[config.mk]
export PLATFORM = sky130hd
export DESIGN_NAME = pcie_ddr_reset_sequencer
export DESIGN_NICKNAME = d
export VERILOG_FILES = /design/src/rtl/pcie_ddr_reset_sequencer.sv
export SDC_FILE = /design/constraint.sdc
export NUM_CORES = 1
export LEC_CHECK = 0
export BUFFER_PORTS_ARGS = -buffer_cell sky130_fd_sc_hd__buf_2
export CORE_MARGIN = 3
export CORE_UTILIZATION = 30
export CTS_CLUSTER_SIZE = 30
export DETAILED_ROUTE_END_ITERATION = 8
export GPL_TIMING_DRIVEN = 1
export PLACE_DENSITY = 0.56
export SLEW_MARGIN = 20
export SYNTH_ARGS = -nofsm -noshare
export SYNTH_HDL_FRONTEND = slang
export SYNTH_SLANG_ARGS = --single-unit
export TNS_END_PERCENT = 50
[constraint.sdc]
create_clock -name sys_clk -period 2.2 [get_ports sys_clk]
set_clock_uncertainty 0.15 [all_clocks]
set_input_delay 0.22 -clock sys_clk [delete_from_list [all_inputs] [get_ports sys_clk]]
set_output_delay 0.22 -clock sys_clk [all_outputs]
set_load 0.01 [all_outputs]
[src/rtl/pcie_ddr_reset_sequencer.sv]
// pcie_ddr_reset_sequencer
// Power-up reset sequencer for the PCIe/AXI/DDR3 subsystem. Releases N_CH
// active-low resets one at a time in channel order. Each released channel must
// report ready before a timeout. After it reports ready, the sequencer waits a
// settle period before releasing the next channel. Once the sequence is
// complete, it keeps watching every ready line. It also drives heartbeat and
// status LEDs.
//
// state    | meaning
// ---------+---------------------------------------------------------------
// ST_IDLE  | after reset; all channels held in reset, waiting for start
// ST_WAIT  | cur_ch released, waiting for its synchronised ready (timeout)
// ST_HOLD  | cur_ch ready, settling before releasing the next channel
// ST_DONE  | every channel released and ready; ready lines monitored
// ST_ERROR | timeout or ready drop; all channels back in reset until start
module pcie_ddr_reset_sequencer #(
    parameter int N_CH           = 4,
    parameter int HOLD_CYCLES    = 16,
    parameter int TIMEOUT_CYCLES = 1000000,
    parameter int HB_BITS        = 24,
    parameter int LED_W          = 8,
    localparam int CHW           = (N_CH > 1) ? $clog2(N_CH) : 1
) (
    input  logic             sys_clk,
    input  logic             sys_rst_n,
    input  logic             start,
    input  logic [N_CH-1:0]  ch_ready,
    output logic [N_CH-1:0]  ch_rst_n,
    output logic             seq_done,
    output logic             seq_error,
    output logic [CHW-1:0]   err_ch,
    output logic [CHW-1:0]   cur_ch,
    output logic [LED_W-1:0] led_o
);

    // One counter serves both the ready timeout and the settle period, so it
    // must be wide enough for whichever of the two is longer.
    localparam int TO_W   = $clog2(TIMEOUT_CYCLES + 1);
    localparam int HOLD_W = $clog2(HOLD_CYCLES + 1);
    localparam int CNT_W  = (TO_W > HOLD_W) ? TO_W : HOLD_W;

    localparam logic [CNT_W-1:0] TO_LAST   = CNT_W'(TIMEOUT_CYCLES - 1);
    localparam logic [CNT_W-1:0] HOLD_LAST = CNT_W'(HOLD_CYCLES - 1);
    localparam logic [CHW-1:0]   LAST_CH   = CHW'(N_CH - 1);

    typedef enum logic [2:0] {
        ST_IDLE  = 3'd0,
        ST_WAIT  = 3'd1,
        ST_HOLD  = 3'd2,
        ST_DONE  = 3'd3,
        ST_ERROR = 3'd4
    } state_t;

    state_t             state_q, state_d;
    logic [CNT_W-1:0]   cnt_q, cnt_d;
    logic [CHW-1:0]     cur_ch_q, cur_ch_d;
    logic [N_CH-1:0]    ch_rst_n_q, ch_rst_n_d;
    logic               seq_done_q, seq_done_d;
    logic               seq_error_q, seq_error_d;
    logic [CHW-1:0]     err_ch_q, err_ch_d;
    logic [HB_BITS-1:0] hb_q, hb_d;
    logic [LED_W-1:0]   led_q, led_d;
    logic [N_CH-1:0]    rdy_m_q, rdy_m_d;
    logic [N_CH-1:0]    rdy_s_q, rdy_s_d;

    logic               rdy_cur;
    logic               drop_hit;
    logic [CHW-1:0]     drop_ch;
    logic               hold_end;
    logic               timeout_hit;
    logic [CHW-1:0]     nxt_ch;
    logic [LED_W-4:0]   led_ch;

    assign hold_end    = (cnt_q == HOLD_LAST);
    assign timeout_hit = (cnt_q == TO_LAST);
    assign nxt_ch      = cur_ch_q + CHW'(1);

    // Two-stage synchroniser for the asynchronous ready inputs
    always_comb begin
        rdy_m_d = ch_ready;
        rdy_s_d = rdy_m_q;
    end

    // Ready of the channel being sequenced, plus the lowest channel whose ready dropped
    always_comb begin
        rdy_cur  = 1'b0;
        drop_hit = 1'b0;
        drop_ch  = '0;
        for (int k = N_CH - 1; k >= 0; k--) begin
            if (CHW'(k) == cur_ch_q) begin
                rdy_cur = rdy_s_q[k];
            end
            if (!rdy_s_q[k] &&
                ((state_q == ST_WAIT && CHW'(k) < cur_ch_q) ||
                 ((state_q == ST_HOLD || state_q == ST_DONE) && CHW'(k) <= cur_ch_q))) begin
                drop_hit = 1'b1;
                drop_ch  = CHW'(k);
            end
        end
    end

    // FSM state register
    always_ff @(posedge sys_clk or negedge sys_rst_n) begin
        if (!sys_rst_n) begin
            state_q <= ST_IDLE;
        end else begin
            state_q <= state_d;
        end
    end

    // Next-state logic; a ready drop outranks both the timeout and the settle end
    always_comb begin
        state_d = state_q;
        case (state_q)
            ST_IDLE: begin
                if (start) state_d = ST_WAIT;
            end
            ST_WAIT: begin
                if (drop_hit)         state_d = ST_ERROR;
                else if (rdy_cur)     state_d = ST_HOLD;
                else if (timeout_hit) state_d = ST_ERROR;
            end
            ST_HOLD: begin
                if (drop_hit)      state_d = ST_ERROR;
                else if (hold_end) state_d = (cur_ch_q == LAST_CH) ? ST_DONE : ST_WAIT;
            end
            ST_DONE: begin
                if (drop_hit) state_d = ST_ERROR;
            end
            ST_ERROR: begin
                if (start) state_d = ST_WAIT;
            end
            default: state_d = ST_IDLE;
        endcase
    end

    // Counter, channel pointer, reset releases and status flags for the next cycle
    always_comb begin
        cnt_d       = cnt_q;
        cur_ch_d    = cur_ch_q;
        ch_rst_n_d  = ch_rst_n_q;
        seq_done_d  = seq_done_q;
        seq_error_d = seq_error_q;
        err_ch_d    = err_ch_q;
        case (state_q)
            ST_IDLE, ST_ERROR: begin
                if (start) begin
                    cnt_d       = '0;
                    cur_ch_d    = '0;
                    ch_rst_n_d  = N_CH'(1);
                    seq_done_d  = 1'b0;
                    seq_error_d = 1'b0;
                    err_ch_d    = '0;
                end
            end
            ST_WAIT: begin
                if (!drop_hit) begin
                    if (rdy_cur) cnt_d = '0;
                    else         cnt_d = cnt_q + 1'b1;
                end
            end
            ST_HOLD: begin
                if (!drop_hit) begin
                    if (hold_end) begin
                        cnt_d = '0;
                        if (cur_ch_q == LAST_CH) begin
                            seq_done_d = 1'b1;
                        end else begin
                            cur_ch_d   = nxt_ch;
                            ch_rst_n_d = ch_rst_n_q | (N_CH'(1) << nxt_ch);
                        end
                    end else begin
                        cnt_d = cnt_q + 1'b1;
                    end
                end
            end
            default: ;
        endcase
        // Any entry into ERROR pulls every channel back into reset at once
        if (state_d == ST_ERROR && state_q != ST_ERROR) begin
            cnt_d       = '0;
            ch_rst_n_d  = '0;
            seq_done_d  = 1'b0;
            seq_error_d = 1'b1;
            err_ch_d    = drop_hit ? drop_ch : cur_ch_q;
        end
    end

    // Channel reset bits shown on the LEDs: zero-padded or truncated to the LED field
    for (genvar i = 0; i < LED_W - 3; i++) begin : g_led
        if (i < N_CH) begin : g_ch
            assign led_ch[i] = ch_rst_n_d[i];
        end else begin : g_pad
            assign led_ch[i] = 1'b0;
        end
    end

    // Heartbeat and LED image; LEDs track the same-cycle status outputs
    always_comb begin
        hb_d             = hb_q + 1'b1;
        led_d            = '0;
        led_d[0]         = hb_d[HB_BITS-1];
        led_d[1]         = seq_done_d;
        led_d[2]         = seq_error_d;
        led_d[LED_W-1:3] = led_ch;
    end

    // Datapath and output registers
    always_ff @(posedge sys_clk or negedge sys_rst_n) begin
        if (!sys_rst_n) begin
            cnt_q       <= '0;
            cur_ch_q    <= '0;
            ch_rst_n_q  <= '0;
            seq_done_q  <= 1'b0;
            seq_error_q <= 1'b0;
            err_ch_q    <= '0;
            hb_q        <= '0;
            led_q       <= '0;
            rdy_m_q     <= '0;
            rdy_s_q     <= '0;
        end else begin
            cnt_q       <= cnt_d;
            cur_ch_q    <= cur_ch_d;
            ch_rst_n_q  <= ch_rst_n_d;
            seq_done_q  <= seq_done_d;
            seq_error_q <= seq_error_d;
            err_ch_q    <= err_ch_d;
            hb_q        <= hb_d;
            led_q       <= led_d;
            rdy_m_q     <= rdy_m_d;
            rdy_s_q     <= rdy_s_d;
        end
    end

    assign ch_rst_n  = ch_rst_n_q;
    assign seq_done  = seq_done_q;
    assign seq_error = seq_error_q;
    assign err_ch    = err_ch_q;
    assign cur_ch    = cur_ch_q;
    assign led_o     = led_q;

endmodule

==> flow_summary_export.csv <==
group,metric,value,unit
status,status,"finished, violations left",
status,violations,"negative setup slack",
sta,hold_viol,0,
worst_setup_path,cp-end-kind,"flop",
layout,fin_area,4755,sq um
synthesis,ys_ff_latch,65,
worst_setup_path,start_kind,"flop",
clocking,cts-root-buf,"clkbuf_16",
sta,setup_viol,27,
synthesis,ys_top_cells_by_count,"65 x dfrtp_1, 46 x nand2_1, 25 x nand3_1",
floorplan,fp.dieH,113.0,um
synthesis,synth_top_family_by_area,"simple AND/OR/NAND/NOR gates",
synthesis,synth_edf_count,0,
synthesis,avgSynthCellArea,9.761,sq um
synthesis,yosysSeqAreaShare,47.34,%
layout,nets,460,
worst_hold_path,worstHoldPathType,"input pin to flop",
drt,avgRoutedWirePerCell,14.17,um
clocking,numCtsBuffers,9,
layout,insertedDiodeCount,0,
worst_setup_path,worst-setup-path-type,"flop to flop",
global_route,grt_pass1_wl,14010,um
floorplan,start_util,31.15,%
synthesis,synth_xor_area_share,5.608,%
global_route,track_usage,13.54,%
worst_setup_path,crit_family,"compound AO/OA/AOI/OAI gates",
clocking,cts.clk_slew.worst_paths,0.06,ns
global_route,antenna_found_initial,0,
synthesis,synthSimpleGateAreaFrac,24.00,%
worst_setup_path,cp_max_fo,5,
placement,placed_cell_area,4103,sq um
synthesis,yosysWarnings,0,
placement,detailed_place_hpwl,5870,um
floorplan,io_pins,25,
layout,layout-drive-gt1-share,36.81,%
synthesis,yosysTopAreaCell,"dfrtp_1",
placement,place_congestion,0.8279,
sta,final.period_utilization,105.3,%
drt,wirelength,8375,um
synthesis,synth_nets,366,
layout,finalNonFillerCells,591,
worst_setup_path,path_buf_inv,2,
global_route,grt_pass1_vias,2874,
synthesis,synthTopCellsByArea,"dfrtp_1 47%, nand2_1 5.0%, xnor2_1 4.1%",
floorplan,dieArea,12770,sq um
drt,drc_errors,0,
clocking,numClockSinks,65,
sta,fin_ws,-0.1170,ns
drt,drt_iter0_markers,130,
synthesis,yosysTopAreaCellShare,47.34,%
synthesis,syn_area,3436,sq um
worst_setup_path,worst_ep_required_time,2.25,ns
sta,finalMaxSlewViolations,0,
drt,vias,2962,
sta,min_period,2.317,ns
placement,dp_cells,552,
worst_setup_path,path_cells,"inv_4 > ha_4 > nand3b_1 > a221oi_2 > nand3b_1 > nand2_1 > buf_4 > a21oi_1 > o32ai_2",
synthesis,synthCells,352,
floorplan,fp.dieW,113.0,um
global_route,grt_max_degree,66,
synthesis,synthMuxAreaShare,0.2913,%
sta,rsz0062_at_grt,"yes",
synthesis,yosysMostFrequentCell,"dfrtp_1",
layout,utilization,43.10,%
clocking,cts_tree,"done",
drt,drt_pass1_iterations,4,
synthesis,ys.flop_type,"dfrtp_1",
synthesis,async_reset_ff_share,100.0,%
drt,ant_nets,0,
worst_setup_path,worstPathArrival,2.37,ns
synthesis,synth-compound-area-share,14.57,%
floorplan,rows,38,
worst_setup_path,crit_path_frequent_cell,"nand3b_1",
worst_setup_path,cpPeakStageDelay,0.45,ns
run,cap_violations,0,
clocking,clock_latency,0.33,ns
clocking,htree_levels,3,
drt,vias_per_cell,5.012,
power_and_ir_drop,p_leak,0.002127,uW
clocking,cts_max_path_buffers,2,
power_and_ir_drop,total_power,4350,uW
global_route,overflow,0,
sta,fmax,0.4316,GHz
synthesis,synth_cell_types,59,
power_and_ir_drop,ir_drop,431.1,uV
synthesis,synthAdderAreaFrac,2.549,%
placement,port_buffers,23,
sta,finalSetupTns,-1.332,ns
floorplan,core,11030,sq um
worst_setup_path,slowest_stage,"dfrtp_2",
layout,area_delta_synth_final,38.38,%
power_and_ir_drop,power_density,914.9,nW/um^2
[layer usage]
| layer | wire [um] | up-vias | GRT usage (%) |
|---|---|---|---|
| li1 | - | 1461 | - |
| met1 | 4045 | 1436 | 19.00 |
| met2 | 3910 | 53 | 20.62 |
| met3 | 326 | 12 | 3.636 |
| met4 | 93 | 0 | 3.766 |
| met5 | 0 | - | 0 |
[state kept, by name (all words and copies together) (netlist names)]
signal,flops
err_ch,2
rdy_m_q,4
state_q,3
ch_rst_n,3
rdy_s_q,4
cur_ch,2
led_o,4
hb_q,23
cnt_q,20
[worst reg2reg max path, stage by stage, from the launching register on]
cell      delay (ns)
dfrtp_2         0.45
inv_4           0.08
ha_4            0.17
nand3b_1        0.16
a221oi_2        0.30
nand3b_1        0.22
nand2_1         0.17
buf_4           0.21
a21oi_1         0.18
o32ai_2         0.10
[cells in the final DEF (no fill, tap or decap), types with 8 or more instances in the layout]
| cell | Yosys | layout |
|---|---|---|
| a21oi_1 | 14 | 9 |
| buf_2 | 7 | 23 |
| buf_4 | 12 | 69 |
| clkbuf_16 | 0 | 9 |
| dfrtp_1 | 65 | 61 |
| inv_1 | 10 | 8 |
| nand2_1 | 46 | 45 |
| nand3_1 | 25 | 25 |
| nand4_1 | 8 | 8 |
| nor2_1 | 18 | 16 |
| nor2b_1 | 8 | 8 |
| nor3_1 | 12 | 10 |
| xnor2_1 | 16 | 16 |
[area by class of cell]
| cell class | instances | area, sq um |
|---|---|---|
| fillers | 1052 | 6276 |
| multi-input cells | 255 | 1821 |
| flip-flops and latches | 65 | 1632 |
| repair buffers | 105 | 782.0 |
| clock buffers | 9 | 225.2 |
| well taps | 140 | 175.2 |
| clock inverters | 7 | 77.57 |
| inverters | 10 | 42.54 |
[path summary, 6_finish.rpt]
| check | startpoint | to | slack (ns) | cells past startpoint |
|---|---|---|---|---|
| setup / recovery | cur_ch[0] | cnt_q[13] | -0.12 | 9 |
| hold / removal | start | state_q[2] | 0.09 | 3 |
| setup reg to reg | cur_ch[0] | cnt_q[13] | -0.12 | 9 |
| hold reg to reg | rdy_m_q[0] | rdy_s_q[0] | 0.20 | 0 |
| max in group asynchronous | sys_rst_n | state_q[1] | 1.32 | 3 |
| min in group asynchronous | sys_rst_n | hb_q[18] | 0.29 | 3 |
[metrics by stage]
| stage | hold slack (ns) | setup WS [ns] |
|---|---|---|
| 4_1_cts | 0.08626 | -0.1064 |
| 2_1_floorplan | -0.2256 | -0.01006 |
| 6_report | 0.09276 | -0.1170 |
| 3_5_place_dp | 0.1158 | -0.1558 |
| 3_3_place_gp | 0.1133 | -0.09249 |
| 5_1_grt | 0.1076 | -0.2259 |
[cell families after synthesis]
family                     count (synthesis)
AOI/OAI and AO/OA                         68
xor gates and xnor gates                  22
adders and majority gates                  7
buffers and inverters                     32
DFF                                       65
muxes                                      1
other                                      1
and+or+nand+nor                          156
[power breakdown]
| part | leakage [uW] | switching, uW | total [uW] | internal [uW] |
|---|---|---|---|---|
| Combinational | 0.00112 | 820 | 1550 | 726 |
| Clock | 0.000146 | 566 | 1450 | 886 |
| Sequential | 0.000860 | 89.7 | 1350 | 1260 |
| Total | 0.00213 | 1480 | 4350 | 2870 |
[repair_timing]
action / in CTS / in global routing
hold endpoints to repair: 69 / 0
gates resized for setup: 16 / 26
buffers inserted: 10 / 8
hold buffers: 5 / 0
gates cloned: 0 / 0
pin swaps: 18 / 18
setup endpoints to repair: 22 / 34
No activity file was read; power rests on OpenSTA's default activity.
